**src/rtl/alu_pkg.sv**
```systemverilog
// rtl/alu_pkg.sv - shared shift-op and sequencer state encodings
package alu_pkg;

   localparam logic [1:0] SH_SLL  = 2'b00;
   localparam logic [1:0] SH_SRL  = 2'b01;
   localparam logic [1:0] SH_ROTR = 2'b10;
   localparam logic [1:0] SH_SRA  = 2'b11;

   localparam logic [1:0] S_IDLE  = 2'd0;
   localparam logic [1:0] S_RUN   = 2'd1;
   localparam logic [1:0] S_DONE  = 2'd2;

endpackage

```
**src/rtl/shift_sequencer_if.sv**
```systemverilog
// rtl/shift_sequencer_if.sv - request/result bundle between EX-stage control and the shift sequencer
interface shift_sequencer_if;
   import alu_pkg::*;

   logic        start;
   logic [1:0]  op;
   logic [31:0] tg;
   logic [4:0]  sh;
   logic        req_ready;
   logic        busy;
   logic        done;
   logic [31:0] res;

   modport master (
      output start, op, tg, sh,
      input  req_ready, busy, done, res
   );

   modport slave (
      input  start, op, tg, sh,
      output req_ready, busy, done, res
   );

endinterface

```
**src/rtl/shift_step.sv**
```systemverilog
// rtl/shift_step.sv - combinational single-step shifter, moves acc by 0..STEP bits
module shift_step
   import alu_pkg::*;
#(
   parameter int STEP = 4,
   localparam int AW = $clog2(STEP + 1)
) (
   input  logic [31:0]   acc,
   input  logic [1:0]    op,
   input  logic [AW-1:0] amt,
   output logic [31:0]   nxt
);

   function automatic logic src_bit(input logic [31:0] a, input logic [1:0] o,
                                    input int i, input int k);
      logic b;
      case (o)
         SH_SLL:  b = (i >= k) ? a[5'(i - k)] : 1'b0;
         SH_SRL:  b = (i + k < 32) ? a[5'(i + k)] : 1'b0;
         SH_SRA:  b = (i + k < 32) ? a[5'(i + k)] : a[31];
         default: b = a[5'(i + k)];
      endcase
      return b;
   endfunction

   // Each output bit is one mux over the STEP+1 possible source bits.
   always_comb begin
      nxt = acc;
      for (int i = 0; i < 32; i++) begin
         for (int k = 1; k <= STEP; k++) begin
            if (amt == AW'(k)) begin
               nxt[i] = src_bit(acc, op, i, k);
            end
         end
      end
   end

endmodule

```
**src/rtl/shift_sequencer.sv**
```systemverilog
// rtl/shift_sequencer.sv - multi-cycle SLL/SRL/ROTR/SRA unit built on a narrow step shifter
module shift_sequencer
   import alu_pkg::*;
#(
   parameter int STEP = 4
) (
   input  logic           clk,
   input  logic           rst,
   shift_sequencer_if.slave bus
);

   localparam int         AW       = $clog2(STEP + 1);
   localparam logic [4:0] STEP_REM = 5'(STEP);

   if (STEP < 1 || STEP > 16 || (STEP & (STEP - 1)) != 0) begin : g_bad_step
      $error("shift_sequencer: STEP must be a power of two in 1..16");
   end

   logic [1:0]    state_q, state_d;
   logic [1:0]    op_q, op_d;
   logic [31:0]   acc_q, acc_d;
   logic [4:0]    rem_q, rem_d;
   logic [AW-1:0] amt;
   logic [4:0]    rem_left;
   logic [31:0]   nxt;
   logic          accept;

   shift_step #(.STEP(STEP)) u_step (
      .acc (acc_q),
      .op  (op_q),
      .amt (amt),
      .nxt (nxt)
   );

   always_comb begin
      amt      = (rem_q > STEP_REM) ? AW'(STEP) : rem_q[AW-1:0];
      rem_left = rem_q - 5'(amt);
      accept   = bus.start && (state_q != S_RUN);

      state_d = state_q;
      op_d    = op_q;
      acc_d   = acc_q;
      rem_d   = rem_q;

      case (state_q)
         S_RUN: begin
            acc_d = nxt;
            rem_d = rem_left;
            if (rem_left == 5'd0) begin
               state_d = S_DONE;
            end
         end
         // IDLE and DONE share the accept path so back-to-back ops see no gap.
         default: begin
            if (accept) begin
               op_d    = bus.op;
               acc_d   = bus.tg;
               rem_d   = bus.sh;
               state_d = (bus.sh == 5'd0) ? S_DONE : S_RUN;
            end else begin
               state_d = S_IDLE;
            end
         end
      endcase
   end

   always_ff @(posedge clk) begin
      if (rst) begin
         state_q <= S_IDLE;
         op_q    <= SH_SLL;
         acc_q   <= 32'd0;
         rem_q   <= 5'd0;
      end else begin
         state_q <= state_d;
         op_q    <= op_d;
         acc_q   <= acc_d;
         rem_q   <= rem_d;
      end
   end

   assign bus.req_ready = (state_q != S_RUN);
   assign bus.busy      = (state_q == S_RUN);
   assign bus.done      = (state_q == S_DONE);
   assign bus.res       = acc_q;

endmodule

```
**src/flat_wrapper.sv**
```systemverilog
// flat-port wrapper written by rule: the top's interface ports become plain ports
module shift_sequencer_flat import alu_pkg::*;
#(
   parameter int STEP = 4
)
  (clk, rst, bus_start, bus_op, bus_tg, bus_sh, bus_req_ready, bus_busy, bus_done, bus_res);
  shift_sequencer_if bus_i ();
  input  logic clk;
  input  logic rst;
  input wire logic [$bits(bus_i.start)-1:0] bus_start;
  input wire logic [$bits(bus_i.op)-1:0] bus_op;
  input wire logic [$bits(bus_i.tg)-1:0] bus_tg;
  input wire logic [$bits(bus_i.sh)-1:0] bus_sh;
  output wire logic [$bits(bus_i.req_ready)-1:0] bus_req_ready;
  output wire logic [$bits(bus_i.busy)-1:0] bus_busy;
  output wire logic [$bits(bus_i.done)-1:0] bus_done;
  output wire logic [$bits(bus_i.res)-1:0] bus_res;
  assign bus_i.start = bus_start;
  assign bus_i.op = bus_op;
  assign bus_i.tg = bus_tg;
  assign bus_i.sh = bus_sh;
  assign bus_req_ready = bus_i.req_ready;
  assign bus_busy = bus_i.busy;
  assign bus_done = bus_i.done;
  assign bus_res = bus_i.res;
  shift_sequencer #(.STEP(STEP)) u_core (.clk(clk), .rst(rst), .bus(bus_i));
endmodule
```
**config.mk**
```make
export PLATFORM = sky130hd
export DESIGN_NAME = shift_sequencer_flat
export DESIGN_NICKNAME = d
export VERILOG_FILES = /design/src/rtl/alu_pkg.sv /design/src/rtl/shift_sequencer_if.sv /design/src/rtl/shift_step.sv /design/src/rtl/shift_sequencer.sv /design/src/flat_wrapper.sv
export SDC_FILE = /design/constraint.sdc
export NUM_CORES = 1
export LEC_CHECK = 0
export ABC_AREA = 1
export BUFFER_PORTS_ARGS = -buffer_cell sky130_fd_sc_hd__buf_2
export CAP_MARGIN = 30
export CORE_ASPECT_RATIO = 0.6
export CORE_UTILIZATION = 38
export DETAILED_ROUTE_END_ITERATION = 12
export MAX_ROUTING_LAYER = met4
export SLEW_MARGIN = 10
export SYNTH_ARGS = -nofsm -noshare
export SYNTH_HDL_FRONTEND = slang
export SYNTH_SLANG_ARGS = --single-unit
```
**constraint.sdc**
```tcl
create_clock -name clk -period 2.1 [get_ports clk]
set_input_delay 0.105 -clock clk [delete_from_list [all_inputs] [get_ports clk]]
set_output_delay 0.105 -clock clk [all_outputs]
set_load 0.03 [all_outputs]
```
* Word level (Yosys, flattened, before mapping)
Index checks and enable logic that the tools add are counted.
Word-level totals: register bits after elaboration 41, bits in latches 0, bits in writable memories 0, ROM bits 0, input port bits 42, output and inout port bits 35, logic and storage cells 185, memories 0
Cells by class: add/subtract/negate cells 1, $mul 0, divide/modulo/power cells 0, order comparisons 1, eq/ne operators 12, shift operators 0, mux-type cells 156, bitwise operators 1, reductions and logical operators 9
Operator list (number):
- two-way mux 1 bit | 143
- two-way mux 32 bit | 2
- zero test 5 bit | 2
- two-way mux 5 bit | 2
- case mux 1 bit (3 select lines) | 3
- two-way mux 2 bit | 4
- == test 3 x 2 -> 1 bit, second input constant | 2
- > comparator 5 x 3 -> 1 bit, second input constant | 1
- inequality test 5 x 1 -> 1 bit, second input constant | 1
- subtractor 5 x 3 -> 5 bit | 1
- == test 2 x 1 -> 1 bit, second input constant | 2
- == test 2 bit, second input constant | 2
- inequality test 2 x 1 -> 1 bit, second input constant | 2
- AND reduction 2 bit | 2
- == test 3 x 1 -> 1 bit, second input constant | 1
- == test 3 bit, second input constant | 1
- two-way mux 3 bit | 1
- inequality test 3 bit, second input constant | 1
- AND reduction 3 bit | 1
- zero test 2 bit | 1
- case mux 1 bit (2 select lines) | 1
- nonzero test 2 bit | 1
- OR reduction 2 bit | 1
- logical AND 1 bit | 1
- NOT 1 bit | 1

* Longest topological paths before layout
depth after elaboration 8, gate-level depth with buffers 13, gate-level depth less buffers 12

* Hierarchy
Synthesis repeated with hierarchy kept, for this count alone.
Unflattened totals: cells, all modules 547, area total of the unflattened synthesis 3316.9 µm²
By module, submodules not included:
- shift_sequencer | times used 1, cells an instance 261, area each 1951.9 µm², seq. area each 820.8 µm²
- shift_step | times used 1, cells an instance 286, area each 1365.1 µm², seq. area each 0.0 µm²

* Least setup slack after synthesis
Ideal clock, no wire load.
path kind flip-flop to flip-flop, start point register u_core.rem_q[4], end point register u_core.state_q[0], library setup time 0.110 ns, arrival time 1.566 ns, data required time 1.990 ns, slack 0.424 ns, cell stages (with the launch flop) 12, path buffers 1, period minus slack after synthesis 1.676 ns, cells stage by stage dfxtp_1 -> nor2_4 -> nand2_4 -> buf_2 -> nand2_1 -> ha_1 -> a21oi_1 -> nand2_1 -> o21ai_1 -> nand3_1 -> nand2_1 -> inv_1
Between the ends: longest elaborated chain between the ends 5
Ends and longest elaborated chain:
- start: declaration | RTL line shift_sequencer.sv:22 | logic [4:0] rem_q, rem_d;
- start signal: assignment | RTL line shift_sequencer.sv:77 | rem_q <= rem_d;
- > comparator 5 x 3 -> 1 bit | RTL line shift_sequencer.sv:36 | amt = (rem_q > STEP_REM) ? AW'(STEP) : rem_q[AW-1:0];
- two-way mux 3 bit | RTL line shift_sequencer.sv:36
- subtractor 5 x 3 -> 5 bit (*) | RTL line shift_sequencer.sv:37 | rem_left = rem_q - 5'(amt);
- zero test 5 bit (*) | RTL line shift_sequencer.sv:49 | if (rem_left == 5'd0) begin
- inequality test 2 x 1 -> 1 bit (no line) (*)
- end signal: assignment | RTL line shift_sequencer.sv:74 | state_q <= state_d;
- end: declaration | RTL line shift_sequencer.sv:19 | logic [1:0] state_q, state_d;
Every way passes the cells marked *; elsewhere a longest branch is shown, timed or not. A chain may end at the register's enable or synchronous reset.

* Worst setup path after layout
start point register u_core.rem_q[4], end point register u_core.acc_q[14], in the netlist u_core.bus.res[14]
Between the ends: longest elaborated chain between the ends 7
Ends and longest elaborated chain:
- > comparator 5 x 3 -> 1 bit (*) | RTL line shift_sequencer.sv:36
- two-way mux 3 bit (*) | RTL line shift_sequencer.sv:36
- == test 3 x 2 -> 1 bit | RTL line shift_step.sv:31 | if (amt == AW'(k)) begin
- two-way mux 1 bit (3 in series) | RTL line shift_step.sv:31
- two-way mux 32 bit | RTL line shift_sequencer.sv:45 | case (state_q)
- end signal: assignment | RTL line shift_sequencer.sv:71 | acc_q <= 32'd0;
- end signal: assignment | RTL line shift_sequencer.sv:76 | acc_q <= acc_d;
- end: declaration | RTL line shift_sequencer.sv:21 | logic [31:0] acc_q, acc_d;
Every way passes the cells marked *; elsewhere a longest branch is shown, timed or not. The select of a mux whose other input is x is not followed.

==> results_tabular.tex <==
\begin{tabular}{lr}
\hline
Metric & Value \\
\hline
\multicolumn{2}{l}{\textbf{Run status}} \\
\quad Result of the run & finished, final reports clean \\
\multicolumn{2}{l}{\textbf{Clock tree}} \\
\quad Root buffer selected by CTS & clkbuf\_16 \\
\quad Clk sinks & 41 \\
\quad TritonCTS clock tree & done \\
\quad Inserted Clock Buffers & 5 \\
\quad CTS Buffer Depth & 2 \\
\quad Post-cts hold buffer count & 0 \\
\quad Clock-pin slew reported for the worst setup and hold paths after clock tree synthesis & 0.06 ns \\
\quad Latest clock arrival within the worst-skew pair & 0.29 ns \\
\quad Depth of the CTS H-tree & 2 \\
\multicolumn{2}{l}{\textbf{Drt}} \\
\quad Via/cell ratio & 5.181 \\
\quad Routed via count & 3575 \\
\quad Total DRC errors in the routed layout & 0 \\
\quad Total iterations of the first detailed-routing run & 5 \\
\quad Routed Antenna Nets & 0 \\
\quad Drt total wl & 9459 um \\
\quad Wire length per cell after detailed routing & 13.71 um \\
\quad Initial drt markers & 336 \\
\multicolumn{2}{l}{\textbf{Timing}} \\
\quad Max-slew violations & 0 \\
\quad Minimum clock period after layout & 1.795 ns \\
\quad Fin Clk Skew & 0.006459 ns \\
\quad Post-Route Setup TNS & 0 ns \\
\quad Final Cycle Share & 85.46\% \\
\quad Setup Viol. Count Final & 0 \\
\quad Final hold slack & 0.06414 ns \\
\quad Number of hold-slack violations in the final timing report & 0 \\
\quad Highest clock frequency the design can meet & 557.2 MHz \\
\quad RSZ-0062 raised after global routing & false \\
\quad Worst max-slew margin expressed relative to the limit & 64.25\% \\
\quad Worst-margin pin slew & 0.5306 ns \\
\multicolumn{2}{l}{\textbf{Floorplanning}} \\
\quad Y dimension of the die & 70.92 um \\
\quad Die Width & 116.9 um \\
\quad Initial Util & 40.39\% \\
\quad Number of top-level pins & 77 \\
\quad Placement row count & 24 \\
\quad Core area & 7447 sq um \\
\quad Floorplan die area & 8287 sq um \\
\multicolumn{2}{l}{\textbf{Power and ir drop}} \\
\quad IR drop worst, VDD & 0.4516 mV \\
\quad Pint & 0.001845 W \\
\quad Net switching share of the total power & 45.96\% \\
\quad Power per standard cell area & 952.6 nW/um\^{}2 \\
\quad NetSw & 0.001569 W \\
\quad Clock group share of total power & 22.4\% \\
\quad Comb pwr share & 46.4\% \\
\quad Leakage power & 1.871 nW \\
\quad Sequential share of power & 31.2\% \\
\multicolumn{2}{l}{\textbf{Placed design}} \\
\quad Post-detailed-placement cell area & 3440 sq um \\
\quad RePlAce Congestion & 0.9202 \\
\quad Placed wire-length estimate & 6986 um \\
\quad Number of buffer cells added on primary ports & 76 \\
\quad Placed Cells & 682 \\
\multicolumn{2}{l}{\textbf{Yosys}} \\
\quad Mapped Cells & 518 \\
\quad Average cell area after synthesis & 5.807 sq um \\
\quad Number of nets produced by synthesis & 562 \\
\quad Proportion of netlist area held by the largest area contributor & 27.29\% \\
\quad Area leader, netlist & dfxtp\_1 \\
\quad EDFF count, synth & 0 \\
\quad Post-synth design cell area & 3008 sq um \\
\quad Primary flip-flop cell chosen by synthesis mapping & dfxtp\_1 \\
\quad Number of distinct library cells after synthesis & 32 \\
\quad Top cells by area in the synthesized netlist & dfxtp\_1, nand2\_1, nor2\_1 \\
\quad Fraction of registers with async set/reset & 0\% \\
\quad Sequential share of the synthesized area & 27.29\% \\
\quad Yosys warning total & 0 \\
\quad \#FFs+latches synth & 41 \\
\multicolumn{2}{l}{\textbf{Setup path}} \\
\quad Required time of the worst setup path & 2.27 ns \\
\quad Start of the worst register-to-register path & u\_core.rem\_q[4] \\
\quad Worst Reg-to-Reg Cells & 8 \\
\quad Crit path capture type & flip-flop \\
\quad WS Path Type & reg -> reg \\
\quad Reg-to-reg endpoint & u\_core.bus.res[14] \\
\quad CP startpoint kind & flip-flop \\
\quad Critical Path Fanout Max & 24 \\
\quad Reg2reg setup slack & 0.31 ns \\
\quad Critical Path AT & 1.97 ns \\
\multicolumn{2}{l}{\textbf{GRT}} \\
\quad Maximum number of pins on one net before global-route repair & 30 \\
\quad Number of global-route vias before repair & 3210 \\
\quad Initial antenna violation count & 0 \\
\quad Aggregate global-route resource usage & 25.31\% \\
\quad Residual overflow from global routing & 0 \\
\quad Global-route wire length before repair & 15810 um \\
\multicolumn{2}{l}{\textbf{Final layout}} \\
\quad Fraction of layout cells with a size suffix above 1 & 21.33\% \\
\quad Final \#Nets & 629 \\
\quad Filler instances & 833 \\
\quad Layout Area Growth over Synthesis & 19.18\% \\
\quad Summed area of non-filler cells in the final layout & 3585 sq um \\
\quad Antenna diode instance count & 0 \\
\quad Count of placed standard cells in the final layout, fillers left out & 690 \\
\quad Final cell utilization of the core & 48.14\% \\
\multicolumn{2}{l}{\textbf{Min path}} \\
\quad Hold Path Cell Cnt & 3 \\
\quad Worst hold path type & in -> reg \\
\quad Source of the worst hold timing path & bus\_tg[26] \\
\quad Worst hold endpoint & u\_core.bus.res[26] \\
\multicolumn{2}{l}{\textbf{Flow run}} \\
\quad Max capacitance violation total & 0 \\
\hline
\end{tabular}
-- power by group through the flow --
stage	clock [W]	sequential (W)	combinational (W)
2_1_floorplan	0	0.00122	0.00102
3_3_place_gp	0	0.00108	0.00155
3_5_place_dp	0	0.00108	0.00157
4_1_cts	0.000781	0.00106	0.00157
5_1_grt	0.000820	0.00109	0.00178
6_report	0.000765	0.00107	0.00158
-- critical path: stages, from the launching register on --
cell and delay, ns:
dfxtp_1 0.34, nor2_4 0.20, nand2_4 0.19, nor2_4 0.16, nand3_2 0.11, nand2_4 0.26
inv_2 0.18, o21ai_0 0.17, a21oi_1 0.06
-- sequential cells by signal, indices dropped and copies added, names as in the netlist --
| register | cells |
|---|---|
| u_core.op_q | 2 |
| u_core.state_q | 2 |
| u_core.rem_q | 5 |
| u_core.bus.res | 32 |
-- layout by cell type (no fill, tap or decap), types with 3 or more instances in the layout --
cell / instances
nand3_1: 23
nand3_2: 4
dfxtp_1: 39
nor2_1: 71
buf_4: 10
a31oi_1: 6
nand2_1: 193
nor2_4: 3
inv_2: 6
clkbuf_16: 5
a21oi_2: 7
o21ai_0: 29
buf_2: 76
a21oi_1: 43
inv_1: 26
o21ai_1: 17
-- layer usage --
layer / part of all wire (%) / vias up / track usage (%)
li1: - / 1797 / -
met1: 50 / 1587 / 37.45
met2: 38 / 185 / 33.40
met3: 11 / 6 / 6.255
met4: 0.80 / 0 / 6.751
met5: 0 / - / -
-- logic make-up after synthesis --
kind of cell / Yosys count / synth area share, %
AO/OA/AOI/OAI: 112 / 20.72
adder cells (fa/ha/maj): 2 / 0.8318
AND/OR/NAND/NOR: 302 / 41.14
other: 2 / 0.2497
flip-flops: 41 / 27.29
buffers and inverters: 59 / 9.775
-- cell type report --
| class | count | area [sq um] | area share (%) |
|---|---|---|---|
| clock buffers | 5 | 125.1 | 3.490 |
| clock inverters | 3 | 17.52 | 0.4887 |
| inverters | 32 | 120.1 | 3.351 |
| multi-input cells | 418 | 1893 | 52.81 |
| flip-flops and latches | 41 | 823.3 | 22.97 |
| well taps | 104 | 130.1 | 3.630 |
| repair buffers | 87 | 475.5 | 13.26 |
-- worst max-delay path by stage --
stage | end | slack (ns) | cells past startpoint | start
after floorplan | u_core.state_q[0] | 0.42 | 11 | u_core.rem_q[4]
final | u_core.bus.res[14] | 0.31 | 8 | u_core.rem_q[4]
after detailed placement | u_core.bus.res[11] | 0.23 | 10 | u_core.op_q[0]
after global placement | u_core.bus.res[11] | 0.23 | 10 | u_core.op_q[0]
after global routing | u_core.state_q[0] | 0.1 | 10 | u_core.rem_q[4]
after CTS | u_core.bus.res[14] | 0.20 | 8 | u_core.op_q[0]
-- cells in the mapped netlist (3+ instances only) --
library cell / count
buf_4: 5
nor2_1: 71
a21oi_2: 7
buf_6: 6
dfxtp_1: 41
a21oi_1: 43
inv_2: 6
buf_2: 7
nand3_1: 23
clkbuf_1: 7
nand2_1: 193
nor2_4: 3
o21ai_0: 29
a31oi_1: 6
nand3_2: 4
inv_1: 26
o21ai_1: 17
-- per-stage QoR --
| step | total power, W | setup WS [ns] |
|---|---|---|
| global placement | 0.002628 | 0.2316 |
| global route | 0.003686 | 0.09640 |
| CTS | 0.003415 | 0.1968 |
| floorplan | 0.002244 | 0.4240 |
| finish | 0.003415 | 0.3053 |
| detailed placement | 0.002644 | 0.2262 |
-- timing repair --
item / 4_1_cts / 5_1_grt
endpoints found under the hold margin: 0 / 0
setup endpoints to repair: 0 / 4
resized for setup: 0 / 2
buffers inserted: 0 / 0
Note: power is estimated with default switching activity, not from simulation.
